File: config.mk
export PLATFORM = sky130hd
export DESIGN_NAME = fft_iter_ctrl
export DESIGN_NICKNAME = d
export VERILOG_FILES = /design/src/rtl/fft_pkg.sv /design/src/rtl/fft_wb_delay.sv /design/src/rtl/fft_iter_ctrl.sv
export SDC_FILE = /design/constraint.sdc
export NUM_CORES = 1
export LEC_CHECK = 0
export BUFFER_PORTS_ARGS = -buffer_cell sky130_fd_sc_hd__buf_2
export CAP_MARGIN = 5
export CORE_MARGIN = 2
export CORE_UTILIZATION = 46
export CTS_CLUSTER_SIZE = 25
export DETAILED_ROUTE_END_ITERATION = 12
export PLACE_DENSITY_LB_ADDON = 0.2
export SYNTH_ARGS = -nofsm -noshare
export SYNTH_HDL_FRONTEND = slang
export SYNTH_SLANG_ARGS = --single-unit
File: constraint.sdc
create_clock -name CLK -period 16.9 [get_ports CLK]
set_input_delay 0.845 -clock CLK [delete_from_list [all_inputs] [get_ports CLK]]
set_output_delay 0.845 -clock CLK [all_outputs]
set_load 0.02 [all_outputs]
File: src/rtl/fft_pkg.sv
// Shared definitions for the iterative radix-2 DIT FFT sequencer:
// FSM encoding, default sizes and the butterfly address rule.
package fft_pkg;

    typedef enum logic [1:0] {
        S_IDLE  = 2'd0,
        S_RUN   = 2'd1,
        S_DRAIN = 2'd2,
        S_DONE  = 2'd3
    } fft_state_t;

    localparam int FFT_AWL    = 11;
    localparam int FFT_BF_LAT = 4;
    localparam int FFT_SWL    = 4;

    // Stage s pairs points h = 2^s apart; j's low s bits pick the offset in a group.
    function automatic int fftAddrA(input int s, input int j);
        return ((j >> s) << (s + 1)) | (j & ((1 << s) - 1));
    endfunction

    function automatic int fftAddrB(input int s, input int j);
        return fftAddrA(s, j) + (1 << s);
    endfunction

    function automatic int fftTwAddr(input int awl, input int s, input int j);
        return (j & ((1 << s) - 1)) << (awl - 1 - s);
    endfunction

endpackage

File: src/rtl/fft_wb_delay.sv
// Delay line carrying the butterfly write-back valid flag and A/B addresses
// for DEPTH enabled cycles, so writes line up with the butterfly pipeline.
module fft_wb_delay #(
    parameter int AW    = 11,
    parameter int DEPTH = 4
) (
    input  logic          CLK,
    input  logic          RST,
    input  logic          EN,
    input  logic          i_valid,
    input  logic [AW-1:0] i_a_addr,
    input  logic [AW-1:0] i_b_addr,
    output logic          o_valid,
    output logic [AW-1:0] o_a_addr,
    output logic [AW-1:0] o_b_addr
);

    logic          r_valid [DEPTH];
    logic [AW-1:0] r_a     [DEPTH];
    logic [AW-1:0] r_b     [DEPTH];

    always_ff @(posedge CLK or negedge RST) begin
        if (!RST) begin
            for (int i = 0; i < DEPTH; i++) begin
                r_valid[i] <= 1'b0;
                r_a[i]     <= '0;
                r_b[i]     <= '0;
            end
        end else if (EN) begin
            r_valid[0] <= i_valid;
            r_a[0]     <= i_a_addr;
            r_b[0]     <= i_b_addr;
            for (int i = 1; i < DEPTH; i++) begin
                r_valid[i] <= r_valid[i-1];
                r_a[i]     <= r_a[i-1];
                r_b[i]     <= r_b[i-1];
            end
        end
    end

    assign o_valid  = r_valid[DEPTH-1];
    assign o_a_addr = r_a[DEPTH-1];
    assign o_b_addr = r_b[DEPTH-1];

endmodule

File: src/rtl/fft_iter_ctrl.sv
// Sequencer for the in-place iterative radix-2 DIT FFT: walks every stage and
// butterfly, drives read/twiddle addresses and the delayed write-back addresses.
module fft_iter_ctrl
    import fft_pkg::*;
#(
    parameter int AWL    = FFT_AWL,
    parameter int BF_LAT = FFT_BF_LAT,
    parameter int SWL    = FFT_SWL
) (
    input  logic           CLK,
    input  logic           RST,
    input  logic           EN,
    input  logic           START,
    output logic           o_RD_EN,
    output logic [AWL-1:0] o_A_RADDR,
    output logic [AWL-1:0] o_B_RADDR,
    output logic [AWL-2:0] o_TW_ADDR,
    output logic           o_WR_EN,
    output logic [AWL-1:0] o_A_WADDR,
    output logic [AWL-1:0] o_B_WADDR,
    output logic [SWL-1:0] o_STAGE,
    output logic           o_RAM_BLOCK,
    output logic           o_DONE
);

    localparam int CW  = $clog2(BF_LAT + 1);
    localparam int TWW = AWL - 1;
    localparam logic [AWL-2:0] J_LAST     = '1;
    localparam logic [SWL-1:0] STAGE_LAST = SWL'(AWL - 1);
    localparam logic [CW-1:0]  DRAIN_LAST = CW'(BF_LAT - 1);

    fft_state_t     r_state, w_next_state;
    logic [SWL-1:0] r_stage, w_next_stage;
    logic [AWL-2:0] r_j,     w_next_j;
    logic [CW-1:0]  r_drain, w_next_drain;

    logic           w_rd_en;
    logic [AWL-1:0] w_a_raddr;
    logic [AWL-1:0] w_b_raddr;
    logic [AWL-2:0] w_tw_addr;
    logic           w_block;
    logic           w_done;

    always_ff @(posedge CLK or negedge RST) begin
        if (!RST) begin
            r_state <= S_IDLE;
            r_stage <= '0;
            r_j     <= '0;
            r_drain <= '0;
        end else if (EN) begin
            r_state <= w_next_state;
            r_stage <= w_next_stage;
            r_j     <= w_next_j;
            r_drain <= w_next_drain;
        end
    end

    // DRAIN waits out the butterfly pipeline before the next stage may read.
    always_comb begin
        w_next_state = r_state;
        w_next_stage = r_stage;
        w_next_j     = r_j;
        w_next_drain = r_drain;
        case (r_state)
            S_IDLE: begin
                if (START) begin
                    w_next_state = S_RUN;
                    w_next_stage = '0;
                    w_next_j     = '0;
                end
            end
            S_RUN: begin
                if (r_j == J_LAST) begin
                    w_next_state = S_DRAIN;
                    w_next_drain = '0;
                end else begin
                    w_next_j = r_j + 1'b1;
                end
            end
            S_DRAIN: begin
                if (r_drain == DRAIN_LAST) begin
                    if (r_stage == STAGE_LAST) begin
                        w_next_state = S_DONE;
                    end else begin
                        w_next_state = S_RUN;
                        w_next_stage = r_stage + 1'b1;
                        w_next_j     = '0;
                    end
                end else begin
                    w_next_drain = r_drain + 1'b1;
                end
            end
            S_DONE:  w_next_state = S_IDLE;
            default: w_next_state = S_IDLE;
        endcase
    end

    // Outputs are decoded from the next state so they appear registered in step.
    always_comb begin
        w_rd_en   = (w_next_state == S_RUN);
        w_a_raddr = '0;
        w_b_raddr = '0;
        w_tw_addr = '0;
        if (w_rd_en) begin
            w_a_raddr = AWL'(fftAddrA(int'(w_next_stage), int'(w_next_j)));
            w_b_raddr = AWL'(fftAddrB(int'(w_next_stage), int'(w_next_j)));
            w_tw_addr = TWW'(fftTwAddr(AWL, int'(w_next_stage), int'(w_next_j)));
        end
        w_block = (w_next_state == S_RUN) || (w_next_state == S_DRAIN);
        w_done  = (w_next_state == S_DONE);
    end

    always_ff @(posedge CLK or negedge RST) begin
        if (!RST) begin
            o_RD_EN     <= 1'b0;
            o_A_RADDR   <= '0;
            o_B_RADDR   <= '0;
            o_TW_ADDR   <= '0;
            o_RAM_BLOCK <= 1'b0;
            o_DONE      <= 1'b0;
        end else if (EN) begin
            o_RD_EN     <= w_rd_en;
            o_A_RADDR   <= w_a_raddr;
            o_B_RADDR   <= w_b_raddr;
            o_TW_ADDR   <= w_tw_addr;
            o_RAM_BLOCK <= w_block;
            o_DONE      <= w_done;
        end
    end

    assign o_STAGE = r_stage;

    fft_wb_delay #(
        .AW    (AWL),
        .DEPTH (BF_LAT)
    ) u_wb_delay (
        .CLK      (CLK),
        .RST      (RST),
        .EN       (EN),
        .i_valid  (o_RD_EN),
        .i_a_addr (o_A_RADDR),
        .i_b_addr (o_B_RADDR),
        .o_valid  (o_WR_EN),
        .o_a_addr (o_A_WADDR),
        .o_b_addr (o_B_WADDR)
    );

endmodule
[Yosys cells after proc, flatten, opt, wreduce, memory -nomap -nowiden]
Index checks and enable logic that the tools add are counted.
Word-level totals
  output and inout bits: 62
  bits of input ports: 4
  word-level logic and storage cells: 70
  bits in registers: 146
Cells by class
  bitwise operators: 2
  multiplexer cells: 20
  eq/ne operators: 11
  $add $sub $neg: 7
  reductions and logical operators: 4
  shift operators: 4
Operators by type and width (number)
  10-bit 2-to-1 mux: 5
  11-bit by 32-bit bitwise AND with 32-bit output: 1
  1-bit by 4-bit << shifter with 32-bit output, first input constant: 1
  32-bit by 32-bit << shifter with 10-bit output: 1
  32-bit by 5-bit << shifter with 11-bit output: 1
  10-bit by 4-bit >> shifter with 32-bit output: 1
  32-bit by 2-bit subtractor with 32-bit output, second input constant: 1
  10-bit case mux with 3 select lines: 1
  11-bit 2-to-1 mux: 2
  4-bit 2-to-1 mux: 3
  11-bit adder: 1
  11-bit bitwise OR: 1
  10-bit by 1-bit adder with 10-bit output, second input constant: 1
  10-bit equality test, second input constant: 1
  2-bit equality test, second input constant: 4
  2-bit 2-to-1 mux: 4
  2-bit case mux with 4 select lines: 1
  4-bit case mux with 2 select lines: 1
  3-bit 2-to-1 mux: 2
  3-bit case mux with 2 select lines: 1
  4-bit by 1-bit adder with 5-bit output, second input constant: 1
  4-bit by 4-bit subtractor with 5-bit output, first input constant: 1
  4-bit by 1-bit adder with 4-bit output, second input constant: 1
  2-bit by 1-bit equality test with 1-bit output, second input constant: 2
  other kinds (8): 9

[Depth between registers and ports, before layout]
  depth after elaboration: 10
  gate-level depth with buffers: 28
  depth with buffers taken out: 24

[By module]
Synthesis repeated with hierarchy kept, for this count alone.
Unflattened totals
  cell total of the unflattened synthesis: 813
  area, all modules: 8889.8 µm²
By module, submodules not included
  fft_iter_ctrl: times used 1, area an instance 4909.7 µm², cells an instance 597, seq. area each 1351.3 µm²
  fft_wb_delay: times used 1, area an instance 3980.1 µm², cells an instance 216, seq. area each 2302.2 µm²

[Worst setup path after synthesis]
Ideal clock, no wire load.
  path kind: input -> register
  start: input START
  end: register o_B_RADDR[10]
  path slack: 11.290 ns
  data required time: 16.807 ns
  path buffers: 3
  arrival time: 5.517 ns
  library setup time: 0.093 ns
  stages on the path: 22
  cells stage by stage: mux2i_1 -> a221o_1 -> clkbuf_1 -> clkbuf_1 -> buf_2 -> ha_1 -> clkinv_1 -> or4_1 -> o21ai_0 -> ha_1 -> inv_1 -> fa_1 -> nor2b_1 -> o2111ai_1 -> o211ai_1 -> a21o_1 -> a21oi_1 -> o21ai_0 -> xor2_1 -> nand2_1 -> mux2_4 -> o31ai_2
On the way
  longest elaborated chain between the ends: 8
  elaborated cells on any way between the ends: 16
  classes of those cells: 3 x add/sub; 1 x eq/ne; 3 x shift; 7 x mux; 2 x bitwise
Ends and longest elaborated chain
  start, declared: line fft_iter_ctrl.sv:13  | input logic START,
  4-bit 2-to-1 mux *: line fft_iter_ctrl.sv:66  | if (START) begin
  4-bit case mux with 2 select lines *: line fft_iter_ctrl.sv:64  | case (r_state)
  net w_next_stage[0]: line fft_iter_ctrl.sv:33  | logic [SWL-1:0] r_stage, w_next_stage;
  1-bit by 4-bit << shifter with 32-bit output
  32-bit by 2-bit subtractor with 32-bit output
  11-bit by 32-bit bitwise AND with 32-bit output
  11-bit bitwise OR: line fft_pkg.sv:18  | return ((j >> s) << (s + 1)) | (j & ((1 << s) - 1));
  11-bit adder *: line fft_pkg.sv:22  | return fftAddrA(s, j) + (1 << s);
  11-bit 2-to-1 mux *: line fft_iter_ctrl.sv:104  | if (w_rd_en) begin
  end signal, assigned: line fft_iter_ctrl.sv:124  | o_B_RADDR <= w_b_raddr;
  end, declared: line fft_iter_ctrl.sv:16  | output logic [AWL-1:0] o_B_RADDR,
Mark *: on every way through the listed nets, which the timed path passes. The rest lies on a longest branch.
A chain may end at the register's enable or synchronous reset.

[Worst setup path after layout]
  start: register r_state[0]
  end: register o_B_RADDR[10]
On the way
  longest elaborated chain between the ends: 8
  elaborated cells on any way between the ends: 20
  classes of those cells: 3 x add/sub; 4 x eq/ne; 3 x shift; 7 x mux; 2 x bitwise; 1 x reduce/logical
Ends and longest elaborated chain
  start, declared: line fft_iter_ctrl.sv:32  | fft_state_t r_state, w_next_state;
  start signal, assigned: line fft_iter_ctrl.sv:51  | r_state <= w_next_state;
  2-bit equality test / 2-bit logical NOT (equally long branches): line fft_iter_ctrl.sv:64
  4-bit case mux with 2 select lines: line fft_iter_ctrl.sv:64
  1-bit by 4-bit << shifter with 32-bit output
  32-bit by 2-bit subtractor with 32-bit output
  11-bit by 32-bit bitwise AND with 32-bit output
  11-bit bitwise OR: line fft_pkg.sv:18
  11-bit adder: line fft_pkg.sv:22
  11-bit 2-to-1 mux *: line fft_iter_ctrl.sv:104
Every way passes the cells marked *; elsewhere a longest branch is shown, timed or not.

==> flow_metrics.py <==
metrics = {
    "drt": {
        "viasPerCell": 5.925,
        "wl_per_cell_um": 18.94,
        "via_count": 6369,
        "first_pass_iters": 5,
        "wirelength_um": 20360,
        "drt_iter0_drc": 357,
        "drtAntennaViolNets": 0,
        "drc": 0,
    },
    "grt": {
        "grt_pass1_wl_um": 33330,
        "grt_usage": 0.2154,
        "grt_max_degree": 91,
        "antenna_found_initial": 0,
        "grt_pass1_vias": 6146,
        "grt.overflow.total": 0,
    },
    "cts": {
        "clkTransAtPathRegs_ps": 60,
        "ctsHoldBuffers": 0,
        "htree_levels": 4,
        "root_buffer": "clkbuf_16",
        "ctsResizeCount": 0,
        "cts_num_sinks": 146,
        "insertion_delay_ps": 430,
        "cts_tree": "yes",
        "numCtsBuffers": 17,
        "cts_buffer_depth": 2,
        "cts_setup_buffers": 0,
    },
    "synth": {
        "synth.cell_area_sq_um": 8275,
        "synthArstFlopShare": 1.000,
        "syn_nets": 845,
        "avgSynthCellArea_sq_um": 10.20,
        "yosysWarnings": 0,
        "synth-seq-cells": 146,
        "syn_inst": 811,
        "seq_area_frac_synth": 0.4415,
        "synth-edff-count": 0,
        "ys.flop_type": "dfrtp_1",
        "synth_cell_types": 77,
    },
    "layout": {
        "fin_util": 0.5150,
        "finalNonFillerCells": 1075,
        "final_cell_mix": "dfrtp_1, mux2_2, nand2_1",
        "fin_nets": 867,
        "post-route-cell-area_sq_um": 9156,
        "synthToLayoutAreaGrowth_pct": 10.64,
        "diodes": 0,
        "final_common_cell": "dfrtp_1",
        "drive_gt1_frac": 0.2565,
    },
    "worst_setup_path": {
        "critical_path_class": "reg -> reg",
        "crit_chain": "inv_1 > ha_1 > clkinv_1 > nor2_1 > a221o_1 > buf_4 > ha_1 > clkinv_1 > or4_1 > o21ai_0 > ha_1 > inv_1 > fa_1 > nor2b_1 > o2111ai_1 > o211ai_1 > a21o_1 > a21oi_1 > o21ai_0 > xor2_1 > nand2_1 > mux2_4 > o31ai_2",
        "critPathMaxStageDelay_ps": 730,
        "cp.required_ps": 17230,
        "start_kind": "flop",
        "crit_top_cell": "ha_1",
        "cp-end-kind": "flop",
        "slowest_stage": "or4_1",
        "arrival_ps": 7150,
        "cp_max_fo": 33,
    },
    "die": {
        "die_x_um": 138.1,
        "design.portCount": 66,
        "core_sq_um": 17780,
        "die_h_um": 138.1,
        "rows": 49,
        "dieArea_sq_um": 19080,
        "start_util": 0.4654,
    },
    "place": {
        "dp_hpwl_um": 14400,
        "place_inst": 1043,
        "gp_congestion": 0.9060,
        "placed_cell_area_sq_um": 8597,
        "port-buffer-count": 65,
    },
    "sta": {
        "slew_viol_final": 0,
        "period_share": 0.4036,
        "clock_skew_ps": 17.05,
        "max_freq_ghz": 0.1466,
        "fin_tns_setup_ps": 0,
        "relSlewSlack": 0.3136,
        "period_needed_ps": 6821,
        "hold_viol": 0,
        "worstMarginPinSlew_ps": 1030,
        "setup_violations": 0,
        "rsz0062_at_grt": "no",
    },
    "power_and_ir_drop": {
        "cellLeakagePower_uw": 0.004310,
        "ir_drop_mv": 0.08605,
        "powerDensity_nw_per_um2": 179.0,
        "report.power.total_uw": 1639,
    },
    "status": {
        "status": "finished clean",
    },
    "min_path": {
        "min_path_type": "in -> async",
    },
    "run": {
        "maxCapViolations": 0,
    },
}
-- cell usage after synthesis, types with 3 or more instances --
cell | count | share of area
nor2b_1 | 5 | 0.0038
inv_1 | 30 | 0.014
o311ai_0 | 3 | 0.0032
dfrtp_1 | 146 | 0.44
and4_1 | 3 | 0.0032
and2_1 | 8 | 0.0060
nand4_1 | 5 | 0.0038
nor4_1 | 8 | 0.0060
a32oi_1 | 3 | 0.0032
o32ai_1 | 3 | 0.0032
a21o_1 | 3 | 0.0027
a221o_1 | 4 | 0.0048
and3_1 | 10 | 0.0076
nand2b_1 | 8 | 0.0060
buf_2 | 11 | 0.0067
nor3_1 | 10 | 0.0060
o22ai_1 | 3 | 0.0023
a211oi_1 | 5 | 0.0045
ha_1 | 29 | 0.044
o211ai_1 | 4 | 0.0036
a41oi_1 | 4 | 0.0042
mux2i_1 | 5 | 0.0060
o21ai_0 | 43 | 0.026
nor2_1 | 48 | 0.022
o21bai_1 | 3 | 0.0027
a22o_1 | 12 | 0.013
mux2_2 | 99 | 0.13
o31ai_1 | 5 | 0.0045
xnor2_1 | 12 | 0.013
o2111ai_1 | 6 | 0.0064
or3_1 | 6 | 0.0045
a31oi_1 | 13 | 0.0098
buf_4 | 22 | 0.020
buf_1 | 4 | 0.0018
o2bb2ai_1 | 8 | 0.0085
nand3_1 | 26 | 0.016
nand2_1 | 65 | 0.029
clkbuf_1 | 33 | 0.015
a21oi_1 | 42 | 0.025
xor2_1 | 5 | 0.0053
o221ai_1 | 4 | 0.0042
-- logic make-up after synthesis --
logic type / count (synthesis) / synth area share
AOI/OAI and AO/OA: 196 / 0.1650
xor gates and xnor gates: 17 / 0.01799
muxes: 107 / 0.1471
and+or+nand+nor: 212 / 0.1238
adders and majority gates: 30 / 0.04627
DFF: 146 / 0.4415
buffers and inverters: 103 / 0.05836
-- cell type report --
cell class                 instances  area (sq um)
fill                            1596          8623
multi-input combinational        562          4139
sequential                       146          3654
clock buffer                      18         439.2
timing repair buffer              73         394.1
tap                              229         286.5
inverter                          33         123.9
clock inverter                    14         120.1
-- registers in the layout, indices dropped and copies added, names as in the netlist, 2 cells and up --
register             cells
u_wb_delay.r_a          33
u_wb_delay.r_b          33
o_A_RADDR               11
o_B_RADDR               11
u_wb_delay.o_a_addr     11
u_wb_delay.o_b_addr     11
o_TW_ADDR               10
r_j                     10
o_STAGE                  4
r_drain                  3
u_wb_delay.r_valid       3
r_state                  2
-- worst max-delay path, delay by kind of cell, from the launching register on --
kind | cells | cell delay [ps]
AO/OA/AOI/OAI | 8 | 1440
XOR/XNOR | 1 | 310
adder cells (fa/ha/maj) | 4 | 1550
buffers and inverters | 5 | 1480
flip-flops | 1 | 430
multiplexers | 1 | 270
AND/OR/NAND/NOR | 4 | 1230
-- stage by stage --
stage	worst slack, ps	hold slack, ps
3_3_place_gp	10360	465.7
2_1_floorplan	11290	448.5
6_report	10080	412.3
3_5_place_dp	10200	474.2
5_1_grt	9550	460.9
4_1_cts	10180	433.9
-- where the power goes --
part / total [uW] / internal, uW / switching [uW]
registers: 572 / 483 / 89.0
clock network: 354 / 196 / 158
logic: 712 / 280 / 433
-- metal layers --
| layer | vias up | global-route usage | part of all wire |
|---|---|---|---|
| met3 | 30 | 0.03949 | 0.043 |
| li1 | 2995 | - | - |
| met1 | 3142 | 0.3024 | 0.47 |
| met5 | - | 0 | 0 |
| met2 | 202 | 0.3439 | 0.47 |
| met4 | 0 | 0.06284 | 0.016 |
-- final timing paths --
path / startpoint / to / slack (ps) / cells after the start
setup / recovery: r_state[0]$_DFFE_PN0P_ / o_B_RADDR[10]$_DFFE_PN0P_ / 10080 / 23
hold / removal: RST / u_wb_delay.o_b_addr[8]$_DFFE_PN0P_ / 410 / 1
setup reg to reg: r_state[0]$_DFFE_PN0P_ / o_B_RADDR[10]$_DFFE_PN0P_ / 10080 / 23
hold reg to reg: o_TW_ADDR[2]$_DFFE_PN0P_ / o_TW_ADDR[2]$_DFFE_PN0P_ / 490 / 1
max in group asynchronous: RST / u_wb_delay.o_a_addr[6]$_DFFE_PN0P_ / 15080 / 2
min in group CLK: o_TW_ADDR[2]$_DFFE_PN0P_ / o_TW_ADDR[2]$_DFFE_PN0P_ / 490 / 1
No activity file was read; power rests on OpenSTA's default activity.
